[src/rtl/dong_ho_param.sv]
// Parameterised BCD wall clock: prescaler, HH:MM:SS cascade (24h or 12h with pm),
// validated time-set handshake (IDLE/CHECK/LOAD) and an hour:minute alarm latch.
module dong_ho_param #(
  parameter int unsigned CLK_DIV = 50000000,
  parameter int unsigned H12     = 0
) (
  input  logic       clki,
  input  logic       rs,
  input  logic       run,
  input  logic       set_valid,
  input  logic [7:0] set_hh,
  input  logic [7:0] set_mm,
  input  logic [7:0] set_ss,
  output logic       set_ready,
  output logic       set_err,
  input  logic       alarm_en,
  input  logic [7:0] alarm_hh,
  input  logic [7:0] alarm_mm,
  input  logic       alarm_ack,
  output logic [3:0] led1,
  output logic [3:0] led2,
  output logic [3:0] led3,
  output logic [3:0] led4,
  output logic [3:0] led5,
  output logic [3:0] led6,
  output logic       pm,
  output logic       sec_tick,
  output logic       alarm_out
);

  localparam int unsigned     PW      = (CLK_DIV > 1) ? $clog2(CLK_DIV) : 1;
  localparam logic [PW-1:0]   PresMax = PW'(CLK_DIV - 1);
  // 12-hour clocks come out of reset showing 12:00:00
  localparam logic [3:0]      RstHt   = (H12 != 0) ? 4'd1 : 4'd0;
  localparam logic [3:0]      RstHu   = (H12 != 0) ? 4'd2 : 4'd0;

  typedef enum logic [1:0] {StIdle, StCheck, StLoad} set_st_e;

  set_st_e       st_q, st_d;
  logic [7:0]    hold_hh_q, hold_hh_d;
  logic [7:0]    hold_mm_q, hold_mm_d;
  logic [7:0]    hold_ss_q, hold_ss_d;
  logic          set_err_q, set_err_d;
  logic [PW-1:0] presc_q, presc_d;
  logic [3:0]    h_t_q, h_t_d, h_u_q, h_u_d;
  logic [3:0]    m_t_q, m_t_d, m_u_q, m_u_d;
  logic [3:0]    s_t_q, s_t_d, s_u_q, s_u_d;
  logic          pm_q, pm_d;
  logic          alarm_q, alarm_d;

  logic          load_en;
  logic          check_bad;
  logic          set_ok;
  logic          tick;
  logic          alarm_match;
  logic          sec_carry, min_carry;
  logic [3:0]    inc_ht, inc_hu, inc_mt, inc_mu, inc_st, inc_su;
  logic          inc_pm;

  function automatic logic bcd_ok(input logic [7:0] v);
    return (v[7:4] <= 4'd9) && (v[3:0] <= 4'd9);
  endfunction

  // Validate the held set request; BCD compares are plain binary once nibbles are legal
  always_comb begin
    logic hh_ok;
    if (H12 != 0) begin
      hh_ok = (hold_hh_q >= 8'h01) && (hold_hh_q <= 8'h12);
    end else begin
      hh_ok = (hold_hh_q <= 8'h23);
    end
    set_ok = bcd_ok(hold_hh_q) && bcd_ok(hold_mm_q) && bcd_ok(hold_ss_q) &&
             (hold_mm_q <= 8'h59) && (hold_ss_q <= 8'h59) && hh_ok;
  end

  // Set FSM: state register
  always_ff @(posedge clki or negedge rs) begin
    if (!rs) begin
      st_q <= StIdle;
    end else begin
      st_q <= st_d;
    end
  end

  // Set FSM: next-state logic
  always_comb begin
    st_d = st_q;
    unique case (st_q)
      StIdle:  if (set_valid) st_d = StCheck;
      StCheck: st_d = set_ok ? StLoad : StIdle;
      StLoad:  st_d = StIdle;
      default: st_d = StIdle;
    endcase
  end

  // Set FSM: outputs
  always_comb begin
    set_ready = (st_q == StIdle);
    load_en   = (st_q == StLoad);
    check_bad = (st_q == StCheck) && !set_ok;
  end

  // Capture request only on the IDLE handshake; error pulse lands the cycle after CHECK
  always_comb begin
    hold_hh_d = hold_hh_q;
    hold_mm_d = hold_mm_q;
    hold_ss_d = hold_ss_q;
    if ((st_q == StIdle) && set_valid) begin
      hold_hh_d = set_hh;
      hold_mm_d = set_mm;
      hold_ss_d = set_ss;
    end
    set_err_d = check_bad;
  end

  // Holding registers and error pulse
  always_ff @(posedge clki or negedge rs) begin
    if (!rs) begin
      hold_hh_q <= 8'h00;
      hold_mm_q <= 8'h00;
      hold_ss_q <= 8'h00;
      set_err_q <= 1'b0;
    end else begin
      hold_hh_q <= hold_hh_d;
      hold_mm_q <= hold_mm_d;
      hold_ss_q <= hold_ss_d;
      set_err_q <= set_err_d;
    end
  end

  // Second tick; a tick landing on LOAD is dropped so the loaded time wins
  always_comb begin
    tick = run && (presc_q == PresMax) && !load_en;
    if (load_en) begin
      presc_d = '0;
    end else if (run) begin
      presc_d = (presc_q == PresMax) ? '0 : presc_q + PW'(1);
    end else begin
      presc_d = presc_q;
    end
  end

  // Prescaler register
  always_ff @(posedge clki or negedge rs) begin
    if (!rs) begin
      presc_q <= '0;
    end else begin
      presc_q <= presc_d;
    end
  end

  // Incremented time: seconds -> minutes -> hours BCD cascade
  always_comb begin
    inc_ht    = h_t_q;
    inc_hu    = h_u_q;
    inc_mt    = m_t_q;
    inc_mu    = m_u_q;
    inc_st    = s_t_q;
    inc_su    = s_u_q;
    inc_pm    = pm_q;
    sec_carry = 1'b0;
    min_carry = 1'b0;

    if (s_u_q == 4'd9) begin
      inc_su = 4'd0;
      if (s_t_q == 4'd5) begin
        inc_st    = 4'd0;
        sec_carry = 1'b1;
      end else begin
        inc_st = s_t_q + 4'd1;
      end
    end else begin
      inc_su = s_u_q + 4'd1;
    end

    if (sec_carry) begin
      if (m_u_q == 4'd9) begin
        inc_mu = 4'd0;
        if (m_t_q == 4'd5) begin
          inc_mt    = 4'd0;
          min_carry = 1'b1;
        end else begin
          inc_mt = m_t_q + 4'd1;
        end
      end else begin
        inc_mu = m_u_q + 4'd1;
      end
    end

    if (min_carry) begin
      if (H12 != 0) begin
        if ((h_t_q == 4'd1) && (h_u_q == 4'd2)) begin
          inc_ht = 4'd0;
          inc_hu = 4'd1;
        end else if ((h_t_q == 4'd1) && (h_u_q == 4'd1)) begin
          // 11 -> 12 is where the half-day flips
          inc_ht = 4'd1;
          inc_hu = 4'd2;
          inc_pm = ~pm_q;
        end else if (h_u_q == 4'd9) begin
          inc_ht = h_t_q + 4'd1;
          inc_hu = 4'd0;
        end else begin
          inc_hu = h_u_q + 4'd1;
        end
      end else begin
        if ((h_t_q == 4'd2) && (h_u_q == 4'd3)) begin
          inc_ht = 4'd0;
          inc_hu = 4'd0;
        end else if (h_u_q == 4'd9) begin
          inc_ht = h_t_q + 4'd1;
          inc_hu = 4'd0;
        end else begin
          inc_hu = h_u_q + 4'd1;
        end
      end
    end
  end

  // Digit next-state: LOAD beats tick beats hold
  always_comb begin
    h_t_d = h_t_q;
    h_u_d = h_u_q;
    m_t_d = m_t_q;
    m_u_d = m_u_q;
    s_t_d = s_t_q;
    s_u_d = s_u_q;
    pm_d  = pm_q;
    if (load_en) begin
      {h_t_d, h_u_d} = hold_hh_q;
      {m_t_d, m_u_d} = hold_mm_q;
      {s_t_d, s_u_d} = hold_ss_q;
    end else if (tick) begin
      h_t_d = inc_ht;
      h_u_d = inc_hu;
      m_t_d = inc_mt;
      m_u_d = inc_mu;
      s_t_d = inc_st;
      s_u_d = inc_su;
      pm_d  = inc_pm;
    end
  end

  // Time digit and pm registers
  always_ff @(posedge clki or negedge rs) begin
    if (!rs) begin
      h_t_q <= RstHt;
      h_u_q <= RstHu;
      m_t_q <= 4'd0;
      m_u_q <= 4'd0;
      s_t_q <= 4'd0;
      s_u_q <= 4'd0;
      pm_q  <= 1'b0;
    end else begin
      h_t_q <= h_t_d;
      h_u_q <= h_u_d;
      m_t_q <= m_t_d;
      m_u_q <= m_u_d;
      s_t_q <= s_t_d;
      s_u_q <= s_u_d;
      pm_q  <= pm_d;
    end
  end

  // Alarm: only a tick can raise it; a raise beats a same-cycle ack
  always_comb begin
    alarm_match = tick && alarm_en &&
                  ({inc_ht, inc_hu} == alarm_hh) && ({inc_mt, inc_mu} == alarm_mm) &&
                  (inc_st == 4'd0) && (inc_su == 4'd0);
    if (alarm_match) begin
      alarm_d = 1'b1;
    end else if (alarm_ack || !alarm_en) begin
      alarm_d = 1'b0;
    end else begin
      alarm_d = alarm_q;
    end
  end

  // Alarm latch
  always_ff @(posedge clki or negedge rs) begin
    if (!rs) begin
      alarm_q <= 1'b0;
    end else begin
      alarm_q <= alarm_d;
    end
  end

  assign set_err   = set_err_q;
  assign sec_tick  = tick;
  assign alarm_out = alarm_q;
  assign pm        = pm_q;
  assign led1      = h_t_q;
  assign led2      = h_u_q;
  assign led3      = m_t_q;
  assign led4      = m_u_q;
  assign led5      = s_t_q;
  assign led6      = s_u_q;

endmodule

[config.mk]
export PLATFORM = sky130hd
export DESIGN_NAME = dong_ho_param
export DESIGN_NICKNAME = d
export VERILOG_FILES = /design/src/rtl/dong_ho_param.sv
export SDC_FILE = /design/constraint.sdc
export NUM_CORES = 1
export LEC_CHECK = 0
export BUFFER_PORTS_ARGS = -buffer_cell sky130_fd_sc_hd__buf_4
export CAP_MARGIN = 20
export CORE_MARGIN = 10
export CORE_UTILIZATION = 54
export CTS_BUF_LIST = sky130_fd_sc_hd__clkbuf_2
export CTS_CLUSTER_DIAMETER = 120
export DETAILED_ROUTE_END_ITERATION = 10
export PLACE_DENSITY = 0.79
export RECOVER_POWER = 100
export SYNTH_ARGS = -nofsm -noshare
export SYNTH_HDL_FRONTEND = slang
export SYNTH_SLANG_ARGS = --single-unit
[constraint.sdc]
create_clock -name clki -period 2.5 [get_ports clki]
set_input_delay 0.5 -clock clki [delete_from_list [all_inputs] [get_ports clki]]
set_output_delay 0.5 -clock clki [all_outputs]
set_load 0.01 [all_outputs]
==> flow_summary_export.csv, run 1 <==
group,metric,value,unit
clock_tree,tritoncts.num_buffers,9,
timing,drv_slew,32,
layout,fin_util,71.6,%
route,drt-initial-drc-count,631,
route,wl,15.8,mm
layout,layout_common_cells,"buf_4 (110), dfrtp_1 (78), nand2_1 (62)",
route,wl_per_cell,19.7,um
layout,nFillCells,662,
synth,synth_nets,612,
die,row_count,34,
layout,final_common_cell,"buf_4",
outcome,failed_checks,"capacitance limit, slew limit, setup timing",
layout,area_growth,28.4,%
timing,fin_crit_sh,104,%
hold_path,hp-class,"in2reg",
route,dr.pass1.iters,7,
timing,whs,0.144,ns
die,fp.dieH,115,um
timing,fmax,383,MHz
layout,nNetsFinal,741,
worst_setup_path,path_delay_family,"simple AND/OR/NAND/NOR gates",
route,vias,5050,
die,die_area,13300,sq um
worst_setup_path,cpPeakStageDelay,0.46,ns
placed_design,io_buffers,73,
synth,synth.distinct_cells,66,
placed_design,dp_hpwl,11.3,mm
clock_tree,insertion_delay,0.56,ns
clock_tree,cts_sinks,78,
flow_run,cap_violations,1,
timing,final_hold_viol_count,0,
global_route,overflow,0,
synth,synth_edf_count,0,
worst_setup_path,startpoint_type,"register",
synth,syn_area,4910,sq um
worst_setup_path,cp.arrival,2.11,ns
power_and_ir_drop,ir_worst_vdd,0.477,mV
timing,tightest_slew,1.75,ns
global_route,grt_pass1_wl,24.8,mm
die,die_width,115,um
global_route,grt_max_degree,35,
clock_tree,cts_max_level,3,
layout,drive_gt1_share,28.7,%
power_and_ir_drop,power_density,621,nW/um^2
die,pin_count,75,
global_route,grt_pass1_vias,4967,
global_route,track_usage,23.0,%
worst_setup_path,cp_max_fo,2,
power_and_ir_drop,leakage,2.71,nW
clock_tree,root_buffer,"clkbuf_2",
layout,diodes,0,
power_and_ir_drop,totalPowerFinal,0.00392,W
timing,clock_skew,0.0547,ns
synth,ys_seq_area_share,39.7,%
global_route,antenna_found_initial,0,
placed_design,post-place-ws,-0.165,ns
worst_setup_path,critPathRequiredTime,2.00,ns
worst_setup_path,crit_buf_inv,2,
route,drc,0,
clock_tree,cts_max_path_buffers,2,
timing,rsz0062_at_grt,"true",
placed_design,gp_congestion,0.934,
synth,async_reset_ff_share,100,%
timing,setup_tns,-0.229,ns
clock_tree,clk_pin_slew,0.27,ns
synth,avgSynthCellArea,8.82,sq um
synth,synth-main-ff-cell,"dfrtp_1",
clock_tree,tritoncts,"done",
worst_setup_path,critPathSlowestCell,"dfrtp_1",
synth,syn_inst,557,
timing,slew_headroom,-16.4,%
timing,period_minus_slack,2.61,ns
worst_setup_path,crit_type,"reg2out",
synth,yosysWarnings,0,
worst_setup_path,path_cells,"nor4bb_1, buf_4, nand3_4, nor3_4, nand2_2, nor2_4, buf_6",
die,core,8810,sq um
synth,synth-seq-cells,78,
route,viasPerCell,6.32,
timing,finalSetupViolCount,4,
die,start_util,55.8,%
route,ant_nets,0,
outcome,status,"finished, violations left",
timing,setup_ws,-0.110,ns
worst_setup_path,crit_path_end_kind,"primary output",
[kinds of logic (layout without fill, tap and decap cells)]
family | count (synthesis) | count (layout) | synth area share, %
AND/OR/NAND/NOR | 240 | 240 | 26.0
buffers and inverters | 47 | 181 | 4.38
flip-flops | 78 | 78 | 39.7
AO/OA/AOI/OAI | 126 | 126 | 16.2
adder cells (fa/ha/maj) | 9 | 9 | 2.29
other | 1 | 1 | 0.0764
multiplexers | 28 | 28 | 6.32
XOR/XNOR | 28 | 28 | 4.99
[cell usage after synthesis, drive strengths merged, types with 3 or more instances]
library cell,instances,area [sq um]
ha,9,113
nor3,15,75.1
nand3,24,125
a31oi,11,68.8
and3b,3,26.3
or3,5,31.3
nand2b,6,37.5
inv,18,67.6
nand3b,4,30.0
nand4bb,3,33.8
mux2i,4,40.0
and2,7,43.8
mux2,24,270
o21a,3,22.5
a21oi,22,110
nor3b,3,22.5
buf,13,83.8
clkbuf,16,63.8
xor2,12,105
a22oi,3,22.5
nor4,14,109
o22ai,3,18.8
o31ai,9,67.6
xnor2,16,140
nand2,64,240
or4,7,58.8
nor4bb,4,40.0
a221oi,3,26.3
nor2b,8,50.1
nand4,14,87.6
dfrtp,78,1950
and4,4,35.0
nor2,47,176
o21ai,46,230
and3,5,31.3
o311ai,4,35.0
a22o,3,26.3
[per-layer routing]
layer	track usage, %	wire, um	vias up
li1	-	-	2299
met5	0	0	-
met4	9.54	489	0
met1	30.6	6770	2436
met3	3.65	1230	47
met2	36.6	7290	268
[where the power goes]
part           total [W]  switching, W  internal (W)
Combinational    0.00131      0.000720      0.000590
Clock           0.000921      0.000485      0.000436
Sequential       0.00169      0.000231       0.00146
Total            0.00392       0.00144       0.00248
[registers in the layout, indices dropped and copies added (netlist names)]
| name | count |
|---|---|
| alarm_out | 1 |
| hold_hh_q | 8 |
| hold_mm_q | 8 |
| hold_ss_q | 8 |
| led1 | 4 |
| led2 | 4 |
| led3 | 4 |
| led4 | 4 |
| led5 | 4 |
| led6 | 4 |
| presc_q | 26 |
| set_err | 1 |
| st_q | 2 |
[timing repair]
action	4_1_cts	5_1_grt
gates cloned	0	1
hold endpoints to repair	29	0
setup buffers	7	13
hold buffers	1	0
pin swaps	7	18
resized for setup	14	44
endpoints found under the setup margin	3	31
[through the flow]
step | instance area [sq um] | std cells
after detailed placement | 5840 | 761
after global placement | 5840 | 761
after CTS | 6120 | 785
final | 6310 | 799
after global routing | 6310 | 799
after floorplan | 4910 | 557
[worst paths after layout]
| path | from | to | slack (ns) | cells after the start |
|---|---|---|---|---|
| worst max-delay path | presc_q[16] | sec_tick | -0.11 | 7 |
| worst min-delay path | set_mm[4] | hold_mm_q[4] | 0.14 | 2 |
| worst max register to register | presc_q[16] | led6[3] | -0.09 | 12 |
| worst min register to register | hold_mm_q[0] | led4[0] | 0.50 | 2 |
| max in group asynchronous | rs | hold_ss_q[1] | 0.26 | 3 |
| min in group asynchronous | rs | led3[3] | 0.90 | 2 |
[area by class of cell]
cell class	count	area, sq um	area share (%)
sequential	78	1950	30.9
clock buffer	9	45.0	0.714
timing repair buffer	147	1010	16.0
inverter	18	67.6	1.07
multi-input combinational	432	2980	47.2
clock inverter	7	121	1.92
tap	108	135	2.14
No activity file was read; power rests on OpenSTA's default activity.
==> inputs of run 2 (changes only) <==
--- a/config.mk
+++ b/config.mk
@@ -8,11 +8,10 @@
 export BUFFER_PORTS_ARGS = -buffer_cell sky130_fd_sc_hd__buf_4
 export CAP_MARGIN = 20
 export CORE_MARGIN = 10
-export CORE_UTILIZATION = 54
-export CTS_BUF_LIST = sky130_fd_sc_hd__clkbuf_2
+export CORE_UTILIZATION = 58
 export CTS_CLUSTER_DIAMETER = 120
 export DETAILED_ROUTE_END_ITERATION = 10
-export PLACE_DENSITY = 0.79
+export PLACE_DENSITY = 0.81
 export RECOVER_POWER = 100
 export SYNTH_ARGS = -nofsm -noshare
 export SYNTH_HDL_FRONTEND = slang
==> constraint.sdc (replaced) <==
create_clock -name clki -period 2.7 [get_ports clki]
set_input_delay 0.54 -clock clki [delete_from_list [all_inputs] [get_ports clki]]
set_output_delay 0.54 -clock clki [all_outputs]
set_load 0.01 [all_outputs]
==> run 2 against run 1 <==
The run ends with capacitance limit, slew limit left. Critical path depth unchanged. Combinational power decreased by 24%. Sequential cell count did not move. Worst hold slack improved by 0.27 ns. Cell area decreased by 7.6%. Sequential share of layout area rose by 2.5 points. Register-to-register slack improved by 0.22 ns. Utilization decreased by 0.68 points. Global-route usage fell by 1.1 points. Non-clock buffer count down 45. Critical path type is now reg2reg. Critical endpoint is now led2[2]. Largest power group unchanged.
==> flow_summary_export.csv, run 2 (synthesis gave the netlist of run 1 again) <==
group,metric,value,unit
clock_tree,tritoncts.num_buffers,9,
worst_setup_path,cp_max_fo,11,
route,ant_nets,0,
route,viasPerCell,6.32,
layout,final_common_cell,"dfrtp_1",
placed_design,io_buffers,73,
global_route,track_usage,21.9,%
power_and_ir_drop,leakage,2.43,nW
global_route,overflow,0,
placed_design,gp_congestion,0.918,
timing,drv_slew,35,
flow_run,cap_violations,1,
timing,tightest_slew,1.74,ns
worst_setup_path,crit_path_end_kind,"register",
power_and_ir_drop,totalPowerFinal,0.00359,W
worst_setup_path,startpoint_type,"register",
timing,finalSetupViolCount,0,
worst_setup_path,critPathRequiredTime,2.97,ns
route,drc,0,
clock_tree,insertion_delay,0.35,ns
die,core,8220,sq um
layout,nNetsFinal,696,
power_and_ir_drop,ir_worst_vdd,0.421,mV
clock_tree,cts_max_path_buffers,2,
layout,diodes,0,
timing,setup_tns,0,ns
clock_tree,cts_sinks,78,
timing,fin_crit_sh,95.0,%
layout,fin_util,70.9,%
global_route,grt_max_degree,46,
die,pin_count,75,
worst_setup_path,crit_type,"reg2reg",
layout,regMostFlops,"presc_q",
global_route,grt_pass1_vias,4625,
route,wl_per_cell,18.5,um
timing,whs,0.414,ns
clock_tree,hold_buffers,0,
clock_tree,root_buffer,"clkbuf_8",
layout,largest_reg_flops,26,
route,vias,4747,
timing,final_hold_viol_count,0,
timing,fmax,390,MHz
timing,clock_skew,0.0101,ns
die,start_util,59.8,%
timing,period_minus_slack,2.57,ns
die,die_area,12500,sq um
worst_setup_path,path_cells,"nand2_1, or4_4, or4_4, or3_1, nor3_1, a21oi_1, o21ai_0",
global_route,grt_pass1_wl,23.3,mm
clock_tree,clk_pin_slew,0.08,ns
die,fp.dieH,112,um
layout,drive_gt1_share,20.0,%
clock_tree,tritoncts,"done",
worst_setup_path,cpMostUsedCell,"or4_4",
timing,slew_headroom,-16.2,%
route,wl,13.9,mm
clock_tree,cts_max_level,3,
placed_design,post-place-ws,0.109,ns
route,dr.pass1.iters,7,
timing,setup_ws,0.134,ns
die,row_count,33,
worst_setup_path,cpPeakStageDelay,0.66,ns
route,drt-initial-drc-count,459,
global_route,antenna_found_initial,0,
layout,layout_common_cells,"dfrtp_1 (78), buf_4 (72), nand2_1 (64)",
layout,area_growth,18.7,%
die,die_width,112,um
outcome,failed_checks,"capacitance limit, slew limit",
worst_setup_path,critPathSlowestCell,"or4_4",
hold_path,hp-class,"in2reg",
placed_design,dp_hpwl,10.4,mm
outcome,status,"finished, violations left",
power_and_ir_drop,power_density,616,nW/um^2
worst_setup_path,cp.arrival,2.83,ns
run 2: cell types whose count changed in the layout (fill, tap and decap cells not counted), sizes merged:
cell and delta:
clkbuf +1, clkinv -1, dlygate4sd3 -1, buf -43, bufinv -1
run 2: metrics by stage:
step | area [sq um] | instances
after floorplan | 4910 | 557
after global placement | 5650 | 732
after detailed placement | 5650 | 732
after CTS | 5880 | 748
after global routing | 5830 | 751
final | 5830 | 751
run 2: worst paths after layout:
| path | to | cells after the start | startpoint | slack (ns) |
|---|---|---|---|---|
| min | hold_mm_q[7] | 2 | set_mm[7] | 0.41 |
| min in group asynchronous | hold_ss_q[1] | 1 | rs | 0.63 |
| max reg2reg | led2[2] | 7 | presc_q[21] | 0.13 |
| max in group asynchronous | led1[0] | 2 | rs | 0.49 |
| max | led2[2] | 7 | presc_q[21] | 0.13 |
| min reg2reg | led5[0] | 2 | hold_ss_q[4] | 0.50 |
run 2: worst max-delay path, delay by kind of cell, from the launching register on:
family             cells  cell delay (ns)
and+or+nand+nor        5             1.82
AOI/OAI and AO/OA      2             0.23
DFF                    1             0.44
run 2: final cells by class:
cell class / instances / area (sq um)
Tap cell: 105 / 131
Sequential cell: 78 / 1950
Clock inverter: 5 / 81.3
Inverter: 18 / 67.6
Timing Repair Buffer: 102 / 657
Clock buffer: 11 / 141
Multi-Input combinational cell: 432 / 2800
Fill cell: 683 / 2390
run 2: repair_timing:
item,CTS,global route
resized for setup,0,12
buffers inserted,0,3
setup endpoints to repair,0,13
run 2: power by group:
| part | internal [W] | total, W | leakage (nW) | switching, W |
|---|---|---|---|---|
| logic | 0.000456 | 0.000994 | 1.40 | 0.000538 |
| registers | 0.00135 | 0.00161 | 0.922 | 0.000261 |
| clock network | 0.000548 | 0.000989 | 0.110 | 0.000441 |
run 2: layer usage:
metal | part of all wire [%] | vias up | global-route usage, %
met2 | 46 | 219 | 34.0
met3 | 8.3 | 22 | 4.21
met4 | 1.4 | 0 | 6.43
met1 | 44 | 2298 | 30.4
met5 | 0 | - | 0
li1 | - | 2208 | -
